### src/rtl/tm_qm_ll_ctrl.sv
// Second-level queue-manager linked-list controller: serialises enqueue/dequeue
// over 1r1w registered-read head/tail/depth/linked-list/descriptor memories.
module tm_qm_ll_ctrl #(
  parameter int QUEUE_ID_NBITS      = 3,
  parameter int QUEUE_ENTRIES_NBITS = 4,
  parameter int DESC_NBITS          = 8
) (
  input  logic                           clk,
  input  logic                           rstn,
  output logic                           init_done,
  input  logic                           enq_req,
  input  logic [QUEUE_ID_NBITS-1:0]      enq_qid,
  input  logic [QUEUE_ENTRIES_NBITS-1:0] enq_ptr,
  input  logic [DESC_NBITS-1:0]          enq_desc,
  output logic                           enq_ack,
  output logic                           enq_drop,
  input  logic                           deq_req,
  input  logic [QUEUE_ID_NBITS-1:0]      deq_qid,
  output logic                           deq_ack,
  output logic                           deq_valid,
  output logic                           deq_empty,
  output logic [QUEUE_ENTRIES_NBITS-1:0] deq_ptr,
  output logic [DESC_NBITS-1:0]          deq_desc,
  output logic                           head_wr,
  output logic [QUEUE_ID_NBITS-1:0]      head_raddr,
  output logic [QUEUE_ID_NBITS-1:0]      head_waddr,
  output logic [QUEUE_ENTRIES_NBITS-1:0] head_wdata,
  input  logic [QUEUE_ENTRIES_NBITS-1:0] head_rdata,
  output logic                           tail_wr,
  output logic [QUEUE_ID_NBITS-1:0]      tail_raddr,
  output logic [QUEUE_ID_NBITS-1:0]      tail_waddr,
  output logic [QUEUE_ENTRIES_NBITS-1:0] tail_wdata,
  input  logic [QUEUE_ENTRIES_NBITS-1:0] tail_rdata,
  output logic                           depth_wr,
  output logic [QUEUE_ID_NBITS-1:0]      depth_raddr,
  output logic [QUEUE_ID_NBITS-1:0]      depth_waddr,
  output logic [QUEUE_ENTRIES_NBITS-1:0] depth_wdata,
  input  logic [QUEUE_ENTRIES_NBITS-1:0] depth_rdata,
  output logic                           depth1_wr,
  output logic [QUEUE_ID_NBITS-1:0]      depth1_waddr,
  output logic [QUEUE_ENTRIES_NBITS-1:0] depth1_wdata,
  output logic                           ll_wr,
  output logic [QUEUE_ENTRIES_NBITS-1:0] ll_raddr,
  output logic [QUEUE_ENTRIES_NBITS-1:0] ll_waddr,
  output logic [QUEUE_ENTRIES_NBITS-1:0] ll_wdata,
  input  logic [QUEUE_ENTRIES_NBITS-1:0] ll_rdata,
  output logic                           pkt_desc_wr,
  output logic [QUEUE_ENTRIES_NBITS-1:0] pkt_desc_raddr,
  output logic [QUEUE_ENTRIES_NBITS-1:0] pkt_desc_waddr,
  output logic [DESC_NBITS-1:0]          pkt_desc_wdata,
  input  logic [DESC_NBITS-1:0]          pkt_desc_rdata
);

  localparam logic [QUEUE_ID_NBITS-1:0]      LAST_QID   = {QUEUE_ID_NBITS{1'b1}};
  localparam logic [QUEUE_ID_NBITS-1:0]      QID_ONE    = {{(QUEUE_ID_NBITS-1){1'b0}}, 1'b1};
  localparam logic [QUEUE_ENTRIES_NBITS-1:0] DEPTH_FULL = {QUEUE_ENTRIES_NBITS{1'b1}};
  localparam logic [QUEUE_ENTRIES_NBITS-1:0] DEPTH_ZERO = {QUEUE_ENTRIES_NBITS{1'b0}};
  localparam logic [QUEUE_ENTRIES_NBITS-1:0] DEPTH_ONE  = {{(QUEUE_ENTRIES_NBITS-1){1'b0}}, 1'b1};

  typedef enum logic [2:0] {
    INIT   = 3'd0,
    IDLE   = 3'd1,
    ENQ_RD = 3'd2,
    DEQ_RD = 3'd3,
    DEQ_LL = 3'd4
  } state_t;

  state_t                           state_r, state_nxt_s;
  logic [QUEUE_ID_NBITS-1:0]        init_cnt_r;
  logic [QUEUE_ID_NBITS-1:0]        qid_r;
  logic [QUEUE_ENTRIES_NBITS-1:0]   ptr_r;
  logic [DESC_NBITS-1:0]            desc_r;
  logic [QUEUE_ENTRIES_NBITS-1:0]   head_r;
  logic [QUEUE_ENTRIES_NBITS-1:0]   depth_r;
  logic                             last_deq_r;
  logic                             grant_enq_s, grant_deq_s;
  logic                             deq_empty_s, deq_done_s;

  // Next state, round-robin grant and memory port drive; writes only in final op states.
  always_comb begin
    state_nxt_s    = state_r;
    grant_enq_s    = 1'b0;
    grant_deq_s    = 1'b0;
    deq_empty_s    = 1'b0;
    deq_done_s     = 1'b0;
    head_wr        = 1'b0;
    head_raddr     = {QUEUE_ID_NBITS{1'b0}};
    head_waddr     = qid_r;
    head_wdata     = ptr_r;
    tail_wr        = 1'b0;
    tail_raddr     = {QUEUE_ID_NBITS{1'b0}};
    tail_waddr     = qid_r;
    tail_wdata     = ptr_r;
    depth_wr       = 1'b0;
    depth_raddr    = {QUEUE_ID_NBITS{1'b0}};
    depth_waddr    = qid_r;
    depth_wdata    = DEPTH_ZERO;
    ll_wr          = 1'b0;
    ll_raddr       = {QUEUE_ENTRIES_NBITS{1'b0}};
    ll_waddr       = tail_rdata;
    ll_wdata       = ptr_r;
    pkt_desc_wr    = 1'b0;
    pkt_desc_raddr = {QUEUE_ENTRIES_NBITS{1'b0}};
    pkt_desc_waddr = ptr_r;
    pkt_desc_wdata = desc_r;
    case (state_r)
      INIT: begin
        // rstn gating keeps the sweep strobe quiet while reset is held
        depth_wr    = rstn;
        depth_waddr = init_cnt_r;
        if (init_cnt_r == LAST_QID) begin
          state_nxt_s = IDLE;
        end else begin
          state_nxt_s = INIT;
        end
      end
      IDLE: begin
        if (enq_req && (!deq_req || last_deq_r)) begin
          grant_enq_s = 1'b1;
          tail_raddr  = enq_qid;
          depth_raddr = enq_qid;
          state_nxt_s = ENQ_RD;
        end else if (deq_req) begin
          grant_deq_s = 1'b1;
          head_raddr  = deq_qid;
          depth_raddr = deq_qid;
          state_nxt_s = DEQ_RD;
        end else begin
          state_nxt_s = IDLE;
        end
      end
      ENQ_RD: begin
        state_nxt_s = IDLE;
        if (depth_rdata == DEPTH_FULL) begin
          depth_wr = 1'b0;
        end else begin
          tail_wr     = 1'b1;
          depth_wr    = 1'b1;
          pkt_desc_wr = 1'b1;
          depth_wdata = depth_rdata + DEPTH_ONE;
          if (depth_rdata == DEPTH_ZERO) begin
            head_wr = 1'b1;
          end else begin
            ll_wr = 1'b1;
          end
        end
      end
      DEQ_RD: begin
        if (depth_rdata == DEPTH_ZERO) begin
          deq_empty_s = 1'b1;
          deq_done_s  = 1'b1;
          state_nxt_s = IDLE;
        end else begin
          ll_raddr       = head_rdata;
          pkt_desc_raddr = head_rdata;
          state_nxt_s    = DEQ_LL;
        end
      end
      DEQ_LL: begin
        deq_done_s  = 1'b1;
        depth_wr    = 1'b1;
        depth_wdata = depth_r - DEPTH_ONE;
        head_wdata  = ll_rdata;
        if (depth_r > DEPTH_ONE) begin
          head_wr = 1'b1;
        end else begin
          head_wr = 1'b0;
        end
        state_nxt_s = IDLE;
      end
      default: begin
        state_nxt_s = INIT;
      end
    endcase
    depth1_wr    = depth_wr;
    depth1_waddr = depth_waddr;
    depth1_wdata = depth_wdata;
  end

  // State, request latches and registered handshake/result outputs.
  always_ff @(posedge clk or negedge rstn) begin
    if (!rstn) begin
      state_r    <= INIT;
      init_cnt_r <= {QUEUE_ID_NBITS{1'b0}};
      init_done  <= 1'b0;
      qid_r      <= {QUEUE_ID_NBITS{1'b0}};
      ptr_r      <= {QUEUE_ENTRIES_NBITS{1'b0}};
      desc_r     <= {DESC_NBITS{1'b0}};
      head_r     <= {QUEUE_ENTRIES_NBITS{1'b0}};
      depth_r    <= {QUEUE_ENTRIES_NBITS{1'b0}};
      last_deq_r <= 1'b1;
      enq_ack    <= 1'b0;
      deq_ack    <= 1'b0;
      enq_drop   <= 1'b0;
      deq_valid  <= 1'b0;
      deq_empty  <= 1'b0;
      deq_ptr    <= {QUEUE_ENTRIES_NBITS{1'b0}};
      deq_desc   <= {DESC_NBITS{1'b0}};
    end else begin
      state_r   <= state_nxt_s;
      enq_ack   <= grant_enq_s;
      deq_ack   <= grant_deq_s;
      enq_drop  <= (state_r == ENQ_RD) && (depth_rdata == DEPTH_FULL);
      deq_valid <= deq_done_s;
      deq_empty <= deq_empty_s;
      if (state_r == INIT) begin
        init_cnt_r <= init_cnt_r + QID_ONE;
        if (init_cnt_r == LAST_QID) begin
          init_done <= 1'b1;
        end
      end
      if (grant_enq_s) begin
        qid_r      <= enq_qid;
        ptr_r      <= enq_ptr;
        desc_r     <= enq_desc;
        last_deq_r <= 1'b0;
      end else if (grant_deq_s) begin
        qid_r      <= deq_qid;
        last_deq_r <= 1'b1;
      end
      if (state_r == DEQ_RD) begin
        head_r  <= head_rdata;
        depth_r <= depth_rdata;
      end
      if (deq_empty_s) begin
        deq_ptr <= {QUEUE_ENTRIES_NBITS{1'b0}};
      end else if (state_r == DEQ_LL) begin
        deq_ptr  <= head_r;
        deq_desc <= pkt_desc_rdata;
      end
    end
  end

endmodule

### config.mk
export PLATFORM = sky130hd
export DESIGN_NAME = tm_qm_ll_ctrl
export DESIGN_NICKNAME = d
export VERILOG_FILES = /design/src/rtl/tm_qm_ll_ctrl.sv
export SDC_FILE = /design/constraint.sdc
export NUM_CORES = 1
export LEC_CHECK = 0
export ABC_AREA = 0
export BUFFER_PORTS_ARGS = -buffer_cell sky130_fd_sc_hd__buf_2
export CAP_MARGIN = 30
export CORE_ASPECT_RATIO = 1.4
export CORE_MARGIN = 5
export CORE_UTILIZATION = 30
export DETAILED_ROUTE_END_ITERATION = 16
export GPL_ROUTABILITY_DRIVEN = 0
export GPL_TIMING_DRIVEN = 0
export MAX_ROUTING_LAYER = met4
export SLEW_MARGIN = 10
export SYNTH_ARGS = -nofsm -noshare
export SYNTH_HDL_FRONTEND = slang
export SYNTH_SLANG_ARGS = --single-unit
### constraint.sdc
create_clock -name clk -period 3.05 [get_ports clk]
set_input_delay 0.1525 -clock clk [delete_from_list [all_inputs] [get_ports clk]]
set_output_delay 0.1525 -clock clk [all_outputs]
set_load 0.05 [all_outputs]
==> key figures, run 1 <==
Detailed routing
  – WL/cell: approximately 13 microns
  – WL met2: between 3 and 4 mm
  – Vias per cell: ~4.3
  – WL met3: 450 microns
  – Residual DRC: 0
  – DRT Pass-1 Iters: 4
  – Drt initial violations: 84
  – Top sig layer: met4
  – Routed Antenna Nets: 0
  – Wl on met1: 2.53 mm
  – Vias: around 2.2k
  – Final wirelength: ~6.5 mm

Critical path
  – Slowest stage delay, CP: 0.40 ns
  – Critical path's most frequent cell: nand2_1
  – Worst-path fanout max: 10
  – Buffers & Inverters on Critical Path: 3
  – CP top delay family: buffers and inverters
  – Crit path DAT: around 2.0 ns
  – CP startpoint kind: flop
  – Critical-path top delay cell: clkbuf_1
  – Flop2flop setup slack: 1.52 ns
  – CP Cell Sequence: buf_4 -> nor2_1 -> nand2_1 -> clkbuf_1 -> nand2_1 -> nand2_1 -> buf_2
  – Crit path kind: flop to output pin
  – Critical Path RT: 2.90 ns
  – CP Capture Type: output pin

Synthesis
  – Number of flops mapped to enable cells by yosys: 0
  – Mapped Nets: between 300 and 400
  – Syn Area/Cell: about 9.6 sq um
  – Seq/Total Area, Yosys: 0.470
  – Top_reg_cell synth: dfrtp_1
  – Synth Cell Area: 2560 sq um
  – Post-synthesis register bit count: between 40 and 50
  – Async S/R FF share, synth: 1.00
  – Yosys warns: 0
  – Synth cell types: 41
  – Cells after Synth: ~270

Clock tree
  – H-tree depth: 2
  – # resized after CTS: 0
  – Clock sinks: between 40 and 50
  – Post CTS Setup Buffer Count: 0
  – Skew-Pair Late Insertion Delay: 0.28 ns
  – Number of buffers created by CTS: 5
  – Root buf cell: clkbuf_16
  – Max clock buf depth: 2
  – Clock transition at the registers of the reported paths: around 0.06 ns
  – CTS tree: built

Layout
  – Layout cell share with drive strength beyond 1: 0.493
  – Final #Nets: about 460
  – Area grow syn2layout: 37.4%
  – Number of diodes: 0
  – Fillers: approximately 860

STA
  – Slew Limit Fails: 0
  – Fin Setup TNS: 0 ns
  – Final Critical Period: approximately 2.1 ns
  – Slew margin rel.: 0.630
  – RSZ-0062 raised after global routing: false
  – Final setup fails: 0
  – Max Freq: 469 MHz
  – Final Hold Viols: 0
  – Final period utilization: 0.700
  – Measured slew at the worst slew-check pin: between 0.5 and 0.6 ns
  – Clk_skew: 0.00226 ns

Floorplan
  – Core Rows: 40
  – Die area: 10,500 sq um
  – Initial Util: 0.303
  – Top Ports: ~140
  – Die Ht: 119 microns
  – Die X: ~88 microns
  – Core Region: ~8500 sq um

Global route
  – First-pass GRT wire length: around 11 mm
  – Vias in the first global route: 2,294
  – Overflow after GRT: 0
  – GR Util All Layers: 0.131
  – Initial antenna violation count: 0
  – Largest net degree at the start of global routing: 27

Place
  – Post-DP HPWL: about 5.2 mm
  – Port buffer count: 130

Hold path
  – Hold Path Class: primary input to flop

Job
  – Max-Cap Viols: 0

Status
  – Status: finished clean
## worst paths after layout
check	depth (start not counted)	end	start
worst min register to register	1	init_done	init_done
worst max register to register	6	deq_desc[5]	state_r[0]
worst max-delay path	7	head_wdata[0]	state_r[0]
worst min-delay path	3	deq_desc[1]	pkt_desc_rdata[1]
min in group asynchronous	2	depth_r[3]	rstn
max in group asynchronous	3	pkt_desc_wdata[6]	rstn
## cell type report
| type | count | area (sq um) | area share |
|---|---|---|---|
| flip-flops and latches | 48 | 1200 | 0.342 |
| plain buffers | 38 | 293 | 0.0832 |
| multi-input cells | 168 | 1010 | 0.286 |
| repair buffers | 132 | 681 | 0.193 |
| inverters | 14 | 57.6 | 0.0164 |
| well taps | 105 | 131 | 0.0373 |
| clock buffers | 8 | 146 | 0.0416 |
## cell usage after synthesis, types with 3 or more instances
cell type,number,area share
and2_1,5,0.012
a22oi_1,3,0.0088
mux2_2,11,0.048
nand2b_1,3,0.0073
nand2_4,3,0.013
dfrtp_1,47,0.46
ha_1,6,0.029
nor2_1,13,0.019
o21ai_0,5,0.0098
buf_4,33,0.097
nand2_1,85,0.12
inv_1,13,0.019
xor2_1,4,0.014
a31oi_2,3,0.015
a22o_1,3,0.010
## layer usage
metal / track usage / vias up
met5: - / -
met4: 0.0340 / 0
met3: 0.0242 / 4
met2: 0.234 / 74
met1: 0.146 / 1025
li1: - / 1104
## through the flow
stage          std cells  setup WS [ns]  utilization  hold WS, ns  area, sq um
2_1_floorplan        268          0.843            -       -0.143         2560
3_3_place_gp         503           1.14        0.395        0.342         3340
3_5_place_dp         504           1.20        0.397        0.183         3360
4_1_cts              513          0.882        0.416       0.0518         3520
5_1_grt              513          0.742        0.416       0.0661         3520
6_report             513          0.916        0.416       0.0597         3520
## cells in the final DEF, fill, tap and decap left out, drive strengths merged
cell / instances
buf: 168
nand2: 88
dfrtp: 47
nor2: 14
inv: 13
mux2: 11
clkbuf: 9
and2: 7
ha: 6
o21ai: 5
xor2: 4
a31oi: 4
nand2b: 3
a22oi: 3
a22o: 3
nand3: 3
nand3b: 2
o22ai: 2
nor3b: 2
nor3: 2
and3: 1
o21a: 1
clkinv: 1
xnor2: 1
and2b: 1
nor2b: 1
nor4: 1
a21o: 1
a21oi: 1
o21bai: 1
dlygate4sd3: 1
dfstp: 1
## flip-flops by register name, indices dropped and copies added, names as in the netlist
name / flops
deq_desc: 8
pkt_desc_wdata: 8
depth_r: 4
deq_ptr: 4
head_r: 4
ll_wdata: 4
head_waddr: 3
init_cnt_r: 3
state_r: 3
deq_ack: 1
deq_empty: 1
deq_valid: 1
enq_ack: 1
enq_drop: 1
init_done: 1
last_deq_r: 1
## worst reg2reg max path: stages, from the launching register on
cell	delay, ns
dfrtp_1	0.38
buf_4	0.18
nor2_1	0.16
nand2_1	0.23
clkbuf_1	0.30
nand2_1	0.13
nand2_1	0.05
## cells by family (layout without fill, tap and decap cells)
| logic type | count (synthesis) | in the layout | synth area share |
|---|---|---|---|
| XOR/XNOR | 5 | 5 | 0.0171 |
| AND/OR/NAND/NOR | 125 | 125 | 0.237 |
| buffers and inverters | 52 | 192 | 0.137 |
| multiplexers | 11 | 11 | 0.0484 |
| adder cells (fa/ha/maj) | 6 | 6 | 0.0293 |
| flip-flops | 48 | 48 | 0.470 |
| AO/OA/AOI/OAI | 21 | 21 | 0.0616 |
## repair_timing
| item | 4_1_cts | 5_1_grt |
|---|---|---|
| setup endpoints to repair | 0 | 0 |
| endpoints found under the hold margin | 21 | 0 |
| hold buffers | 1 | 0 |
Power of run 1 is not shown: default switching activity piles up to over one toggle a cycle in this logic, so the estimate is an artifact.
==> inputs of run 2 (changes only) <==
clock period = 2.13 ns   (was 3.05 ns; I/O delays follow)
==> run 2 against run 1 <==
Net effect:
- final cell count is the same
- sequential share of layout area shrank 0.13 points
- worst hold slack lost 0.046 ns
- register-to-register slack lost 0.86 ns
- non-clock buffer count is the same
- worst setup slack lost 0.76 ns
- global-route usage is the same
==> key figures, run 2 (synthesis gave the netlist of run 1 again) <==
Clock tree
  – Skew-Pair Late Insertion Delay: ~0.28 ns
  – Number of buffers created by CTS: 5
  – Root buf cell: clkbuf_16
  – Clock sinks: between 40 and 50
  – CTS tree: built
  – Max clock buf depth: 2
  – H-tree depth: 2
  – Clock transition at the registers of the reported paths: ~0.060 ns

Detailed routing
  – DRT Pass-1 Iters: 4
  – WL/cell: between 10 and 15 microns
  – Final wirelength: 6.48 mm
  – Residual DRC: 0
  – Vias: roughly 2.2k
  – Routed Antenna Nets: 0
  – Vias per cell: about 4.3
  – Drt initial violations: 85

Critical path
  – Crit path DAT: roughly 1.9 ns
  – Crit path kind: flop to output pin
  – CP Capture Type: output pin
  – Worst-path fanout max: 10
  – Reg2Reg Capture Point: deq_desc[5]
  – CP top delay family: buffers and inverters
  – Critical R2R Launch: state_r[0]
  – Slowest stage delay, CP: roughly 0.38 ns
  – Critical Path RT: 2.02 ns
  – Critical-path top delay cell: dfrtp_1
  – Buffers & Inverters on Critical Path: 3
  – CP startpoint kind: flop
  – Critical path's most frequent cell: nand2_1
  – CP Cell Sequence: buf_4 -> nor2_1 -> nand2_1 -> clkbuf_2 -> nand2_1 -> nand2_1 -> clkbuf_4
  – Cell depth of the worst flop-to-flop path: 6
  – Flop2flop setup slack: around 0.66 ns

STA
  – Fin Setup TNS: 0 ns
  – Final period utilization: 0.926
  – Measured slew at the worst slew-check pin: approximately 0.55 ns
  – Clk_skew: between 0.002 and 0.0025 ns
  – Final setup fails: 0
  – Slew margin rel.: 0.630
  – Worst Slack Setup Final: about 0.16 ns
  – Final Critical Period: just under 2 ns
  – Final Hold Viols: 0
  – Max Freq: roughly 510 MHz
  – Slew Limit Fails: 0
  – RSZ-0062 raised after global routing: false

Hold path
  – Worst Hold End: deq_desc[1]
  – Hold depth: 3
  – Hold Path Class: primary input to flop
  – HP Start: pkt_desc_rdata[1]

Floorplan
  – Core Rows: 40
  – Die Ht: approximately 120 microns
  – Top Ports: ~140
  – Die area: around 11,000 sq um
  – Initial Util: 0.303
  – Core Region: between 8000 and 9000 sq um
  – Die X: 88.1 microns

Layout
  – Layout cell share with drive strength beyond 1: 0.498
  – Most frequent cells in the layout: 128 x buf_2, 85 x nand2_1, 47 x dfrtp_1, 33 x buf_4, 13 x inv_1
  – Most common cell after layout, fill and taps aside: buf_2
  – Area grow syn2layout: 38.0%
  – Design area: 3530 sq um
  – Fillers: 861
  – Number of diodes: 0
  – Final #Nets: 459
  – Non-Filler Instances: between 500 and 600

Job
  – Max-Cap Viols: 0

Place
  – Area post-placement: 3360 sq um
  – Pre-CTS setup slack: roughly 0.33 ns
  – Placed insts: around 500
  – Port buffer count: between 100 and 150
  – Post-DP HPWL: 5.21 mm

Status
  – Status: finished clean

Global route
  – GR Util All Layers: 0.131
  – Overflow after GRT: 0
  – Vias in the first global route: ~2.3k
  – Initial antenna violation count: 0
  – First-pass GRT wire length: between 10 and 15 mm
  – Largest net degree at the start of global routing: 27
run 2: changes by cell type in the layout (fill, tap and decap cells not counted):
cell / previous run / this run
buf_2: 132 / 128
nor2_1: 13 / 12
clkbuf_4: 0 / 4
clkbuf_1: 3 / 2
clkbuf_2: 0 / 1
nor2_2: 0 / 1
run 2: layer usage:
layer | GRT usage | wire length (microns) | vias up
met1 | 0.146 | 2530 | 1031
li1 | - | - | 1103
met2 | 0.234 | 3460 | 74
met3 | 0.0242 | 445 | 4
met5 | - | 0 | -
met4 | 0.0340 | 45 | 0
run 2: timing repair:
item | in CTS | in global routing
hold endpoints to repair | 21 | 0
buffers inserted | 0 | 0
setup endpoints to repair | 0 | 5
hold buffers | 1 | 0
resized for setup | 0 | 7
run 2: cell type report:
type | instances | area [sq um] | share of cell area
sequential | 48 | 1200 | 0.340
multi-input combinational | 168 | 1010 | 0.286
timing repair buffer | 132 | 691 | 0.196
buffer | 38 | 294 | 0.0832
clock buffer | 8 | 146 | 0.0414
tap | 105 | 131 | 0.0372
inverter | 14 | 57.6 | 0.0163
run 2: worst register-to-register path, cell delays in order, from the launching register on:
cell and delay (ns):
dfrtp_1 0.38, buf_4 0.18, nor2_1 0.16, nand2_1 0.23, clkbuf_2 0.27, nand2_1 0.11, nand2_1 0.05
run 2: worst max path at each step:
stage	from	endpoint	slack, ns	cells after the start
5_1_grt	state_r[0]	head_wdata[0]	0.001	7
3_3_place_gp	rstn	depth_wr	0.31	5
6_report	state_r[0]	head_wdata[0]	0.16	7
4_1_cts	state_r[0]	head_wdata[0]	0.008	7
3_5_place_dp	state_r[0]	head_wdata[0]	0.33	7
2_1_floorplan	state_r[1]	depth_wdata[0]	-0.03	6
run 2: per-stage QoR:
| stage | hold WS, ns | util |
|---|---|---|
| floorplan | -0.189 | - |
| global placement | 0.296 | 0.395 |
| detailed placement | 0.137 | 0.397 |
| CTS | 0.00582 | 0.416 |
| global route | 0.0201 | 0.418 |
| finish | 0.0135 | 0.418 |
Power of run 2 is left out for the same reason.
==> inputs of run 3 (changes only) <==
PLACE_DENSITY = 0.66   (was default)
==> run 3 against run 2 <==
Net effect:
- clock skew rose by 0.0015 ns
- count of clock-buffer cells in the layout fell by 3
- die area unchanged
- first-iteration DRC count down 34%
- sequential share of layout area decreased by 0.53 points
- core utilization increased by 0.67 points
- design area is 1.6% higher
==> key figures, run 3 (synthesis gave the netlist of run 1 again) <==
Global route
  – First-pass GRT wire length: 10.4 mm
  – Vias in the first global route: around 2.3k
  – GR Util All Layers: 0.128
  – Largest net degree at the start of global routing: 30
  – Overflow after GRT: 0
  – Initial antenna violation count: 0

Floorplan
  – Core Region: between 8000 and 9000 sq um
  – Initial Util: 0.303
  – Die X: 88.1 microns
  – Core Rows: 40
  – Top Ports: approximately 140
  – Die Ht: 119 microns
  – Die area: ~11,000 sq um

Layout
  – Most common cell after layout, fill and taps aside: buf_2
  – Number of diodes: 0
  – Area grow syn2layout: 40.2%
  – Final #Nets: 463
  – Fillers: between 800 and 900
  – Layout cell share with drive strength beyond 1: 0.500
  – Design area: 3590 sq um
  – Most frequent cells in the layout: 131 x buf_2, 84 x nand2_1, 47 x dfrtp_1, 33 x buf_4, 13 x inv_1

Hold path
  – Hold depth: 3
  – Hold Path Class: primary input to flop
  – HP Start: pkt_desc_rdata[1]

Critical path
  – Cell depth of the worst flop-to-flop path: 6
  – Critical-path top delay cell: mux2_2
  – CP Cell Sequence: buf_6 -> nor3_4 -> mux2_2 -> buf_4 -> buf_2
  – Critical Path RT: just over 2 ns
  – Crit path DAT: between 1.5 and 2 ns
  – Flop2flop setup slack: approximately 0.68 ns
  – CP Capture Type: output pin
  – CP startpoint kind: flop
  – Worst setup path startpoint: state_r[2]
  – Worst-path fanout max: 10
  – CP top delay family: buffers and inverters
  – Critical R2R Launch: state_r[2]
  – Crit path kind: flop to output pin
  – Slowest stage delay, CP: approximately 0.4 ns
  – Buffers & Inverters on Critical Path: 3
  – Levels on crit path: 5

Detailed routing
  – Vias per cell: 4.35
  – Drt initial violations: 56
  – Final wirelength: ~6.5 mm
  – Routed Antenna Nets: 0
  – DRT Pass-1 Iters: 4
  – Vias: ~2.2k
  – WL/cell: about 12 microns
  – Residual DRC: 0

Status
  – Status: finished clean

STA
  – Measured slew at the worst slew-check pin: 0.357 ns
  – Slew margin rel.: 0.761
  – Final Hold Viols: 0
  – Max Freq: a little over 500 MHz
  – Final period utilization: 0.934
  – Clk_skew: approximately 0.0038 ns
  – Final setup fails: 0
  – Final Critical Period: approximately 2.0 ns
  – Slew Limit Fails: 0
  – RSZ-0062 raised after global routing: false

Clock tree
  – CTS tree: built
  – H-tree depth: 2
  – Skew-Pair Late Insertion Delay: 0.29 ns
  – Max clock buf depth: 2
  – Clock sinks: 48
  – Clock transition at the registers of the reported paths: approximately 0.060 ns
  – Post CTS Setup Buffer Count: 0
  – Number of buffers created by CTS: 5
  – Root buf cell: clkbuf_16

Place
  – Port buffer count: 130
  – Area post-placement: 3360 sq um
  – Post-DP HPWL: approximately 5 mm

Job
  – Max-Cap Viols: 0
-- run 3: cell types whose count changed in the layout (fill, tap and decap cells not counted), sizes merged --
cell         previous run  this run
bufinv                  0         1
buf                   164       167
clkinv                  1         2
clkbuf                 13         7
clkinvlp                0         1
dlygate4sd3             1         5
-- run 3: metrics by stage --
stage	setup TNS (ns)	setup slack, ns	util	instances	hold slack (ns)
6_report	0	0.142	0.424	517	0.0106
5_1_grt	0	0.00645	0.424	517	0.00962
4_1_cts	0	0.0617	0.423	517	0.000105
3_5_place_dp	0	0.321	0.397	504	0.105
3_3_place_gp	0	0.319	0.395	503	0.299
2_1_floorplan	-0.0467	-0.0312	-	268	-0.189
-- run 3: routing by layer --
layer | vias up | track usage | routed length [microns]
li1 | 1108 | - | -
met1 | 1051 | 0.134 | 2400
met2 | 79 | 0.231 | 3480
met3 | 9 | 0.0298 | 482
met4 | 0 | 0.0406 | 90
met5 | - | - | 0
-- run 3: tightest hold or removal path, stage by stage --
cell	delay, ns
buf_2	0.07
nand2_1	0.04
nand2_1	0.05
-- run 3: final timing paths --
| check | end |
|---|---|
| worst max register to register | pkt_desc_wdata[4] |
| max in group asynchronous | last_deq_r |
| worst min-delay path | deq_desc[1] |
| worst max-delay path | depth_waddr[2] |
| worst min register to register | init_done |
| min in group asynchronous | init_cnt_r[0] |
-- run 3: repair_timing --
action / CTS / global route
resized for setup: 1 / 3
setup endpoints to repair: 1 / 3
hold endpoints to repair: 24 / 0
hold buffers: 5 / 0
-- run 3: final cells by class --
| class | instances | area, sq um | share of cell area |
|---|---|---|---|
| clock inverter | 3 | 42.5 | 0.0119 |
| inverter | 14 | 57.6 | 0.0160 |
| clock buffer | 5 | 125 | 0.0349 |
| timing repair buffer | 136 | 723 | 0.202 |
| multi-input combinational | 168 | 1010 | 0.282 |
| tap | 105 | 131 | 0.0366 |
| buffer | 38 | 294 | 0.0819 |
| sequential | 48 | 1200 | 0.335 |
Power of run 3 is left out for the same reason.
